<file path="config.mk">
export PLATFORM = sky130hd
export DESIGN_NAME = data_memory_controller
export DESIGN_NICKNAME = d
export VERILOG_FILES = /design/src/rtl/data_memory_controller_pkg.sv /design/src/rtl/dmc_timeout_counter.sv /design/src/rtl/data_memory_controller.sv
export SDC_FILE = /design/constraint.sdc
export NUM_CORES = 1
export LEC_CHECK = 0
export CORE_ASPECT_RATIO = 1.4
export CORE_UTILIZATION = 35
export DETAILED_ROUTE_END_ITERATION = 8
export HOLD_SLACK_MARGIN = 0.02
export PLACE_DENSITY = 0.7
export SLEW_MARGIN = 10
export SYNTH_ARGS = -nofsm -noshare
export SYNTH_HDL_FRONTEND = slang
export SYNTH_SLANG_ARGS = --single-unit
</file>
<file path="constraint.sdc">
create_clock -name clk -period 4.42 [get_ports clk]
set_clock_uncertainty 0.2 [all_clocks]
set_input_delay 0.663 -clock clk [delete_from_list [all_inputs] [get_ports clk]]
set_output_delay 0.663 -clock clk [all_outputs]
set_load 0.01 [all_outputs]
</file>
<file path="src/rtl/data_memory_controller_pkg.sv">
// Shared types for the data memory controller: FSM state encoding.
package data_memory_controller_pkg;

    typedef enum logic [1:0] {
        StIdle    = 2'd0,
        StAccess  = 2'd1,
        StRespond = 2'd2
    } dmc_state_e;

endpackage

</file>
<file path="src/rtl/dmc_timeout_counter.sv">
// Watchdog for the ACCESS phase: flags the LIMIT-th consecutive enabled cycle.
module dmc_timeout_counter #(
    parameter int unsigned LIMIT = 255,
    parameter int unsigned WIDTH = 8
) (
    input  logic clk,
    input  logic reset,
    input  logic clear,
    input  logic enable,
    output logic limit_reached
);

    logic [WIDTH-1:0] count_q, count_d;

    always_comb begin
        count_d = count_q;
        if (clear) begin
            count_d = '0;
        end else if (enable) begin
            count_d = count_q + 1'b1;
        end
    end

    always_ff @(posedge clk or posedge reset) begin
        if (reset) begin
            count_q <= '0;
        end else begin
            count_q <= count_d;
        end
    end

    // Count holds the number of cycles already waited, so LIMIT-1 marks the LIMIT-th cycle.
    assign limit_reached = (count_q == WIDTH'(LIMIT - 1));

endmodule

</file>
<file path="src/rtl/data_memory_controller.sv">
// Single-outstanding bus handshake stage between MEM-stage byte logic and data memory.
// Optional ACCESS watchdog enabled by defining DMC_TIMEOUT_EN.
module data_memory_controller
    import data_memory_controller_pkg::*;
#(
    parameter int unsigned ADDR_WIDTH     = 32,
    parameter int unsigned TIMEOUT_CYCLES = 255,
    parameter int unsigned TIMEOUT_WIDTH  = 8
) (
    input  logic                  clk,
    input  logic                  reset,
    input  logic                  memory_read,
    input  logic                  memory_write,
    input  logic [ADDR_WIDTH-1:0] address,
    input  logic [31:0]           data_memory_write_data,
    input  logic [3:0]            write_mask,
    output logic [31:0]           data_memory_read_data,
    output logic                  memory_stall,
    output logic                  misaligned_store,
    output logic                  access_fault,
    output logic                  bus_req,
    output logic                  bus_we,
    output logic [ADDR_WIDTH-1:0] bus_addr,
    output logic [31:0]           bus_wdata,
    output logic [3:0]            bus_wstrb,
    input  logic                  bus_ack,
    input  logic [31:0]           bus_rdata
);

    localparam logic [ADDR_WIDTH-1:0] WordMask = {{(ADDR_WIDTH - 2){1'b1}}, 2'b00};

    if ((TIMEOUT_CYCLES >> TIMEOUT_WIDTH) != 0) begin : g_cfg_check
        $error("TIMEOUT_WIDTH cannot hold TIMEOUT_CYCLES");
    end

    dmc_state_e            state_q, state_d;
    logic [ADDR_WIDTH-1:0] addr_q, addr_d;
    logic [31:0]           wdata_q, wdata_d;
    logic [3:0]            wstrb_q, wstrb_d;
    logic                  we_q, we_d;
    logic [31:0]           rdata_q, rdata_d;
    logic                  timeout;

`ifdef DMC_TIMEOUT_EN
    logic limit_reached;

    dmc_timeout_counter #(
        .LIMIT (TIMEOUT_CYCLES),
        .WIDTH (TIMEOUT_WIDTH)
    ) u_timeout (
        .clk           (clk),
        .reset         (reset),
        .clear         (state_q != StAccess),
        .enable        ((state_q == StAccess) && !bus_ack),
        .limit_reached (limit_reached)
    );

    assign timeout = (state_q == StAccess) && limit_reached;
`else
    assign timeout = 1'b0;
`endif

    always_comb begin
        state_d          = state_q;
        addr_d           = addr_q;
        wdata_d          = wdata_q;
        wstrb_d          = wstrb_q;
        we_d             = we_q;
        rdata_d          = rdata_q;
        memory_stall     = 1'b0;
        misaligned_store = 1'b0;
        access_fault     = 1'b0;
        unique case (state_q)
            StIdle: begin
                // Write wins over a simultaneous read, so an empty mask is misaligned either way.
                if (memory_write && (write_mask == 4'b0000)) begin
                    misaligned_store = 1'b1;
                end else if (memory_write || memory_read) begin
                    memory_stall = 1'b1;
                    addr_d       = address & WordMask;
                    we_d         = memory_write;
                    wdata_d      = data_memory_write_data;
                    wstrb_d      = memory_write ? write_mask : 4'b0000;
                    state_d      = StAccess;
                end
            end
            StAccess: begin
                memory_stall = 1'b1;
                if (bus_ack) begin
                    if (!we_q) begin
                        rdata_d = bus_rdata;
                    end
                    state_d = StRespond;
                end else if (timeout) begin
                    access_fault = 1'b1;
                    rdata_d      = '0;
                    state_d      = StRespond;
                end
            end
            StRespond: begin
                state_d = StIdle;
            end
            default: begin
                state_d = StIdle;
            end
        endcase
    end

    always_ff @(posedge clk or posedge reset) begin
        if (reset) begin
            state_q <= StIdle;
            addr_q  <= '0;
            wdata_q <= '0;
            wstrb_q <= '0;
            we_q    <= 1'b0;
            rdata_q <= '0;
        end else begin
            state_q <= state_d;
            addr_q  <= addr_d;
            wdata_q <= wdata_d;
            wstrb_q <= wstrb_d;
            we_q    <= we_d;
            rdata_q <= rdata_d;
        end
    end

    // Decoded from the state flop so an asynchronous reset drops the request immediately.
    assign bus_req               = (state_q == StAccess);
    assign bus_we                = we_q;
    assign bus_addr              = addr_q;
    assign bus_wdata             = wdata_q;
    assign bus_wstrb             = wstrb_q;
    assign data_memory_read_data = rdata_q;

endmodule

</file>
# After elaboration in Yosys (flattened, before gate mapping)
# Index checks and enable logic that the tools add are counted.
# totals
register_bits	101
inputBits	105
out_inout_bits	105
elab_cells	29
# classes
eq_ne	4
mux	10
n_bitwise	2
n_reduce_logical	7
# op_table
cell	n
3-bit AND reduction	3
2-bit two-way mux	3
4-bit logical NOT	1
1-bit two-way mux	4
4-bit two-way mux	1
2-bit inequality test, second input constant	2
2-bit one-hot mux with 2 select lines	1
2-bit by 1-bit equality test with 1-bit output, second input constant	1
2-bit logical NOT	1
2-bit by 1-bit inequality test with 1-bit output, second input constant	1
1-bit NOT	2
1-bit one-hot mux with 2 select lines	1
1-bit logical AND	1
1-bit logical OR	1

# Depth between registers and ports, before layout
# Gate-level depths: netlist of the first run.
# depth
ltp_word	4
ltp_mapped	5
mapped_depth_nobuf	3

# Least setup slack after synthesis of the first run
# No wires, ideal clock.
# synth_path
path_kind	input to output
from	input port write_mask[2]
to	output port memory_stall
arrival_ns	1.680
required_ns	3.557
setup_slack_ns	1.877
cell_stages	3
path_buffers	0
path_cell_list	or4_4 -> o211ai_1 -> nand2_1
# synth_between
elab_chain_len	4
# synth_rtl
element	line	rtl
from (decl)	data_memory_controller.sv:16	input logic [3:0] write_mask,
4-bit logical NOT	data_memory_controller.sv:76	if (memory_write && (write_mask == 4'b0000)) begin
1-bit logical AND	data_memory_controller.sv:76	
1-bit two-way mux	data_memory_controller.sv:76	
1-bit one-hot mux with 2 select lines	data_memory_controller.sv:73	unique case (state_q)
to (decl)	data_memory_controller.sv:18	output logic memory_stall,
# Every way passes these cells.

# Worst setup path in the final report of the first run
# Ends and elaborated chain as after synthesis.

==> results of run 1 <==
[flip-flops by register name (all words and copies together), names as in the netlist]
name	flops
bus_wdata	32
data_memory_read_data	32
bus_addr	30
bus_we	1
state_q	2
bus_wstrb	4
[worst register-to-register path, cell delays in order (launching register included)]
cell	delay (ps)
dfrtp_1	420
nor2_1	260
o211a_4	740
buf_4	530
mux2_4	350
[kinds of logic (layout without fill, tap and decap cells)]
family / count (synthesis) / after routing / share of synthesized area (%)
flip-flops: 101 / 101 / 61.2
multiplexers: 94 / 94 / 31.1
buffers and inverters: 17 / 227 / 4.46
AO/OA/AOI/OAI: 9 / 9 / 1.73
AND/OR/NAND/NOR: 9 / 9 / 1.39
other: 1 / 3 / 0.0908
[layout make-up]
type / count / share of cell area (%)
repair buffers: 208 / 31.7
inverters: 3 / 0.211
flip-flops and latches: 101 / 38.7
clock buffers: 10 / 3.51
clock inverters: 6 / 1.09
multi-input cells: 115 / 22.0
well taps: 144 / 2.76
[routing by layer]
metal / track usage, % / share of wire (%)
met3: 4.57 / 8.6
met5: 0 / 0
met1: 17.7 / 40
met4: 5.43 / 1.3
met2: 25.5 / 50
[report_power, final]
| part | internal, W | total (W) | switching, W |
|---|---|---|---|
| Sequential | 0.00139 | 0.00165 | 0.000260 |
| Combinational | 0.00152 | 0.00229 | 0.000775 |
| Clock | 0.000444 | 0.000791 | 0.000347 |
| Total | 0.00336 | 0.00474 | 0.00138 |
[stage by stage]
step / instances / cell area (sq um) / util (%)
after global routing: 587 / 6530 / 57.3
after floorplan: 233 / 4140 / -
after detailed placement: 571 / 6230 / 54.6
after global placement: 571 / 6230 / 54.6
final: 587 / 6530 / 57.3
after CTS: 587 / 6530 / 57.3
[how the worst max path moves through the flow]
stage	to	slack (ps)	cells after the start
final	memory_stall	780	5
after global routing	memory_stall	680	5
after CTS	memory_stall	780	5
after detailed placement	memory_stall	780	5
after global placement	memory_stall	790	5
after floorplan	bus_addr[10]$_DFFE_PP0P_	910	1
[synth_stat cells, drive strengths merged]
master  count
mux2       94
o21ai       1
or4         1
nand2       1
dfrtp     101
o211a       1
nor2b       1
a22o        4
nor4        1
o211ai      1
or2         1
nor2        1
nor3        1
nand2b      1
buf        13
a31oi       2
inv         3
clkbuf      1
and3b       1
conb        1
==> impl_metrics.ini, run 1 <==
[worst_setup_path]
critPathLaunchType = primary input
crit_type = primary input to output port
ff2ff_setup_slack_ps = 1810
worstPathArrival_ps = 2780
end_kind = output port
critical_path_buf_inv_count = 2
cp_common_cell = clkdlybuf4s50_1
reg2reg_depth = 4
r2r-end = bus_addr[22]$_DFFE_PP0P_
cp.required_ps = 3560
slowest_delay_ps = 580
cp_cell_sequence = clkdlybuf4s50_1, or4_4, o211ai_1, nand2_1, clkdlybuf4s50_1
crit_family = buffers and inverters
crit_start = write_mask[2]
worstPathMaxFanout = 6
cpMaxStageDelayCell = or4_4
r2r-start = state_q[0]$_DFFE_PP0P_

[finish]
area_delta_synth_final_pct = 58.1
final_layout_size_suffix_gt1_share_pct = 26.4
diodes = 0
seqCellArea_sq_mm = 0.00253
final_cell_mix = clkdlybuf4s50_1 (204), dfrtp_1 (101), mux2_4 (60)
nets = 543
fillers = 938
layout_commonest_cell = clkdlybuf4s50_1
multi_input_area_sq_mm = 0.00143

[clock_tree]
root_buffer = clkbuf_16
cts.sinks = 101
clock_path_buffers = 2
cts_tree = yes
cts_buffers = 9
htree_levels = 3
cts.repair.resized = 0
post_cts_buffers = 0
cts.clk_slew.worst_paths_ps = 70
clk_latency_ps = 330
holdBufCountCts = 0

[sta]
post-route-period-util_pct = 82.4
tightest_slew_ps = 794
fmax_mhz = 275
setup_tns_ps = 0
rsz0062_at_grt = false
hold_viol = 0
whs_ps = 286
drv_slew = 0
slew_headroom_pct = 47.1
fin_crit_ps = 3640
worst_slack_ps = 779
setup_viol_count_final = 0

[die]
die_w_um = 93.8
dieArea_sq_mm = 0.0122
start_util_pct = 36.2
die_y_um = 130
core_sq_mm = 0.0114
std_cell_rows = 46
io_pins = 210

[global_route]
grt_max_degree = 60
first_global_vias = 2777
grt_pass1_wl_um = 14000
overflow = 0
grtUsageTotal_pct = 14.9
antenna_found_initial = 0

[logic_synthesis]
netlist_area_sq_mm = 0.00413
ys_seq_area_share_pct = 61.2
synth-seq-cells = 101
synth.top_cell.area_share_pct = 61.2
ys_types = 26
syn_inst = 231
yosys.area.top_type = dfrtp_1
syn_avg_cell_area_sq_um = 17.9
ys_warn_count = 0
ys_top_cells_by_area = dfrtp_1 (61%), mux2_4 (22%), mux2_2 (8.7%), buf_12 (2.9%), a22o_1 (0.64%)

[routing]
drtPass1Iterations = 4
drt-total-wl_um = 9300
avgViaCountPerCell = 4.53
drc = 0
drtAntennaViolNets = 0
vias = 2661
drt-wirelength-per-cell_um = 15.8
drt_iter0_markers = 70

[placement]
numPortBuffers = 204
dpl_worst_slack_ps = 778
dp.final_hpwl_um = 6920
place.gp.congestion = 0.696

[min_path]
hp-start = data_memory_read_data[28]$_DFFE_PP0P_
whs_path_depth = 1
hp-class = flop to flop
holdPathEnd = data_memory_read_data[28]$_DFFE_PP0P_

[run_status]
outcome = complete, no violations

[power]
power_density_mw_per_mm2 = 726
leakagePower_nw = 2.82
p_total_w = 0.00474
ir_drop_v = 0.000322

[job]
maxCapViolations = 0
(Power assumes the default switching activity.)
==> inputs of run 2 (changes only) <==
- PLACE_DENSITY: 0.7 -> 0.73
- clock period: 4.42 -> 3.3 ns (I/O delays scaled with it)
==> run 2 against run 1 <==
Combinational power increased by 37%. Worst setup slack worse by 520 ps. Worst hold slack better by 0.79 ps. Cell area up 0.98%. Critical path depth did not move. Utilization is 0.56 points higher. Total power is 36% higher. Largest power group unchanged. Sequential power grew 35%.
==> impl_metrics.ini, run 2 (synthesis results as in run 1) <==
[run_status]
outcome = complete, no violations

[clock_tree]
root_buffer = clkbuf_16
cts.sinks = 101
clk_latency_ps = 330
cts_buffers = 9
htree_levels = 3
clock_path_buffers = 2
post_cts_buffers = 0
cts.repair.resized = 0
cts_tree = yes
cts.clk_slew.worst_paths_ps = 60
holdBufCountCts = 0

[finish]
diodes = 0
seqCellArea_sq_mm = 0.00253
area_delta_synth_final_pct = 59.7
fillers = 909
multi_input_area_sq_mm = 0.00143
utilization_pct = 57.8
final_cell_mix = clkdlybuf4s50_1 (204), dfrtp_1 (101), mux2_4 (60)
final_layout_size_suffix_gt1_share_pct = 26.9
nets = 546
layout_commonest_cell = clkdlybuf4s50_1

[worst_setup_path]
worstPathArrival_ps = 2340
crit_start = write_mask[2]
slowest_delay_ps = 600
worstPathMaxFanout = 4
critical_path_buf_inv_count = 2
ff2ff_setup_slack_ps = 1220
reg2reg_depth = 4
critPathCapture = memory_stall
crit_family = buffers and inverters
crit_type = primary input to output port
critPathLaunchType = primary input
r2r-start = state_q[0]$_DFFE_PP0P_
r2r-end = bus_wdata[0]$_DFFE_PP0P_
cp_cell_sequence = clkdlybuf4s50_1, or4_4, o211ai_1, nand2_1, clkdlybuf4s50_1
end_kind = output port
cpMaxStageDelayCell = or4_4
cp_common_cell = clkdlybuf4s50_1
cp.required_ps = 2600
worst-path-stages = 5

[routing]
drt-total-wl_um = 9830
drc = 0
wl_met3_um = 761
drt-wirelength-per-cell_um = 16.7
wl_met1_um = 3810
drt_iter0_markers = 57
drtAntennaViolNets = 0
wl_met2_um = 5040
drtPass1Iterations = 4
avgViaCountPerCell = 4.58
vias = 2704
highest_layer = met4

[placement]
dp.final_hpwl_um = 7370
place.gp.congestion = 0.791
numPortBuffers = 204

[die]
std_cell_rows = 46
start_util_pct = 36.2
io_pins = 210
die_y_um = 130
dieArea_sq_mm = 0.0122
die_w_um = 93.8
core_sq_mm = 0.0114

[sta]
drv_slew = 0
hold_viol = 0
fmax_mhz = 329
tightest_slew_ps = 714
post-route-period-util_pct = 92.1
slew_headroom_pct = 52.3
setup_viol_count_final = 0
rsz0062_at_grt = false
fin_crit_ps = 3040
setup_tns_ps = 0

[min_path]
hp-class = flop to flop

[global_route]
antenna_found_initial = 0
first_global_vias = 2933
grtUsageTotal_pct = 16.5
grt_pass1_wl_um = 15200
grt_max_degree = 52
overflow = 0

[job]
maxCapViolations = 0

[power]
ir_drop_v = 0.000369
leakagePower_nw = 2.85
power_density_mw_per_mm2 = 974
## run 2: cell types whose count changed in the layout (fill, tap and decap cells not counted), sizes merged
cell	change
clkinv	+2
clkbuf	+1
buf	+3
inv	-3
## run 2: per-layer routing
metal,vias to the layer above,global-route usage (%)
met1,1322,19.3
met3,17,4.46
li1,1229,-
met4,0,7.24
met5,-,0
met2,136,28.3
## run 2: worst min path at each step
stage	from	endpoint	slack (ps)	cells past startpoint
4_1_cts	data_memory_read_data[28]$_DFFE_PP0P_	data_memory_read_data[28]$_DFFE_PP0P_	290	1
5_1_grt	data_memory_read_data[10]$_DFFE_PP0P_	data_memory_read_data[10]$_DFFE_PP0P_	320	1
2_1_floorplan	data_memory_read_data[24]$_DFFE_PP0P_	data_memory_read_data[24]$_DFFE_PP0P_	330	1
6_report	data_memory_read_data[28]$_DFFE_PP0P_	data_memory_read_data[28]$_DFFE_PP0P_	290	1
3_3_place_gp	data_memory_read_data[24]$_DFFE_PP0P_	data_memory_read_data[24]$_DFFE_PP0P_	270	1
3_5_place_dp	data_memory_read_data[28]$_DFFE_PP0P_	data_memory_read_data[28]$_DFFE_PP0P_	280	1
## run 2: through the flow
stage / hold slack (ps) / power (W) / cells / area, sq um / worst slack [ps]
finish: 287 / 0.00642 / 590 / 6590 / 261
global route: 321 / 0.00678 / 590 / 6590 / 190
CTS: 291 / 0.00651 / 590 / 6590 / 280
detailed placement: 277 / 0.00540 / 574 / 6290 / 281
global placement: 272 / 0.00532 / 574 / 6290 / 288
floorplan: 329 / 0.00385 / 233 / 4140 / 1090
## run 2: where the power goes
part	internal (W)	switching (W)	leakage (nW)
Combinational	0.00207	0.00107	1.50
Sequential	0.00187	0.000351	1.20
Clock	0.000610	0.000454	0.146
## run 2: final cells by class
| type | count | share of cell area [%] |
|---|---|---|
| clock buffer | 11 | 3.68 |
| clock inverter | 5 | 0.911 |
| inverter | 3 | 0.228 |
| multi-input combinational | 115 | 21.8 |
| sequential | 101 | 38.3 |
| tap | 144 | 2.73 |
| timing repair buffer | 211 | 32.3 |
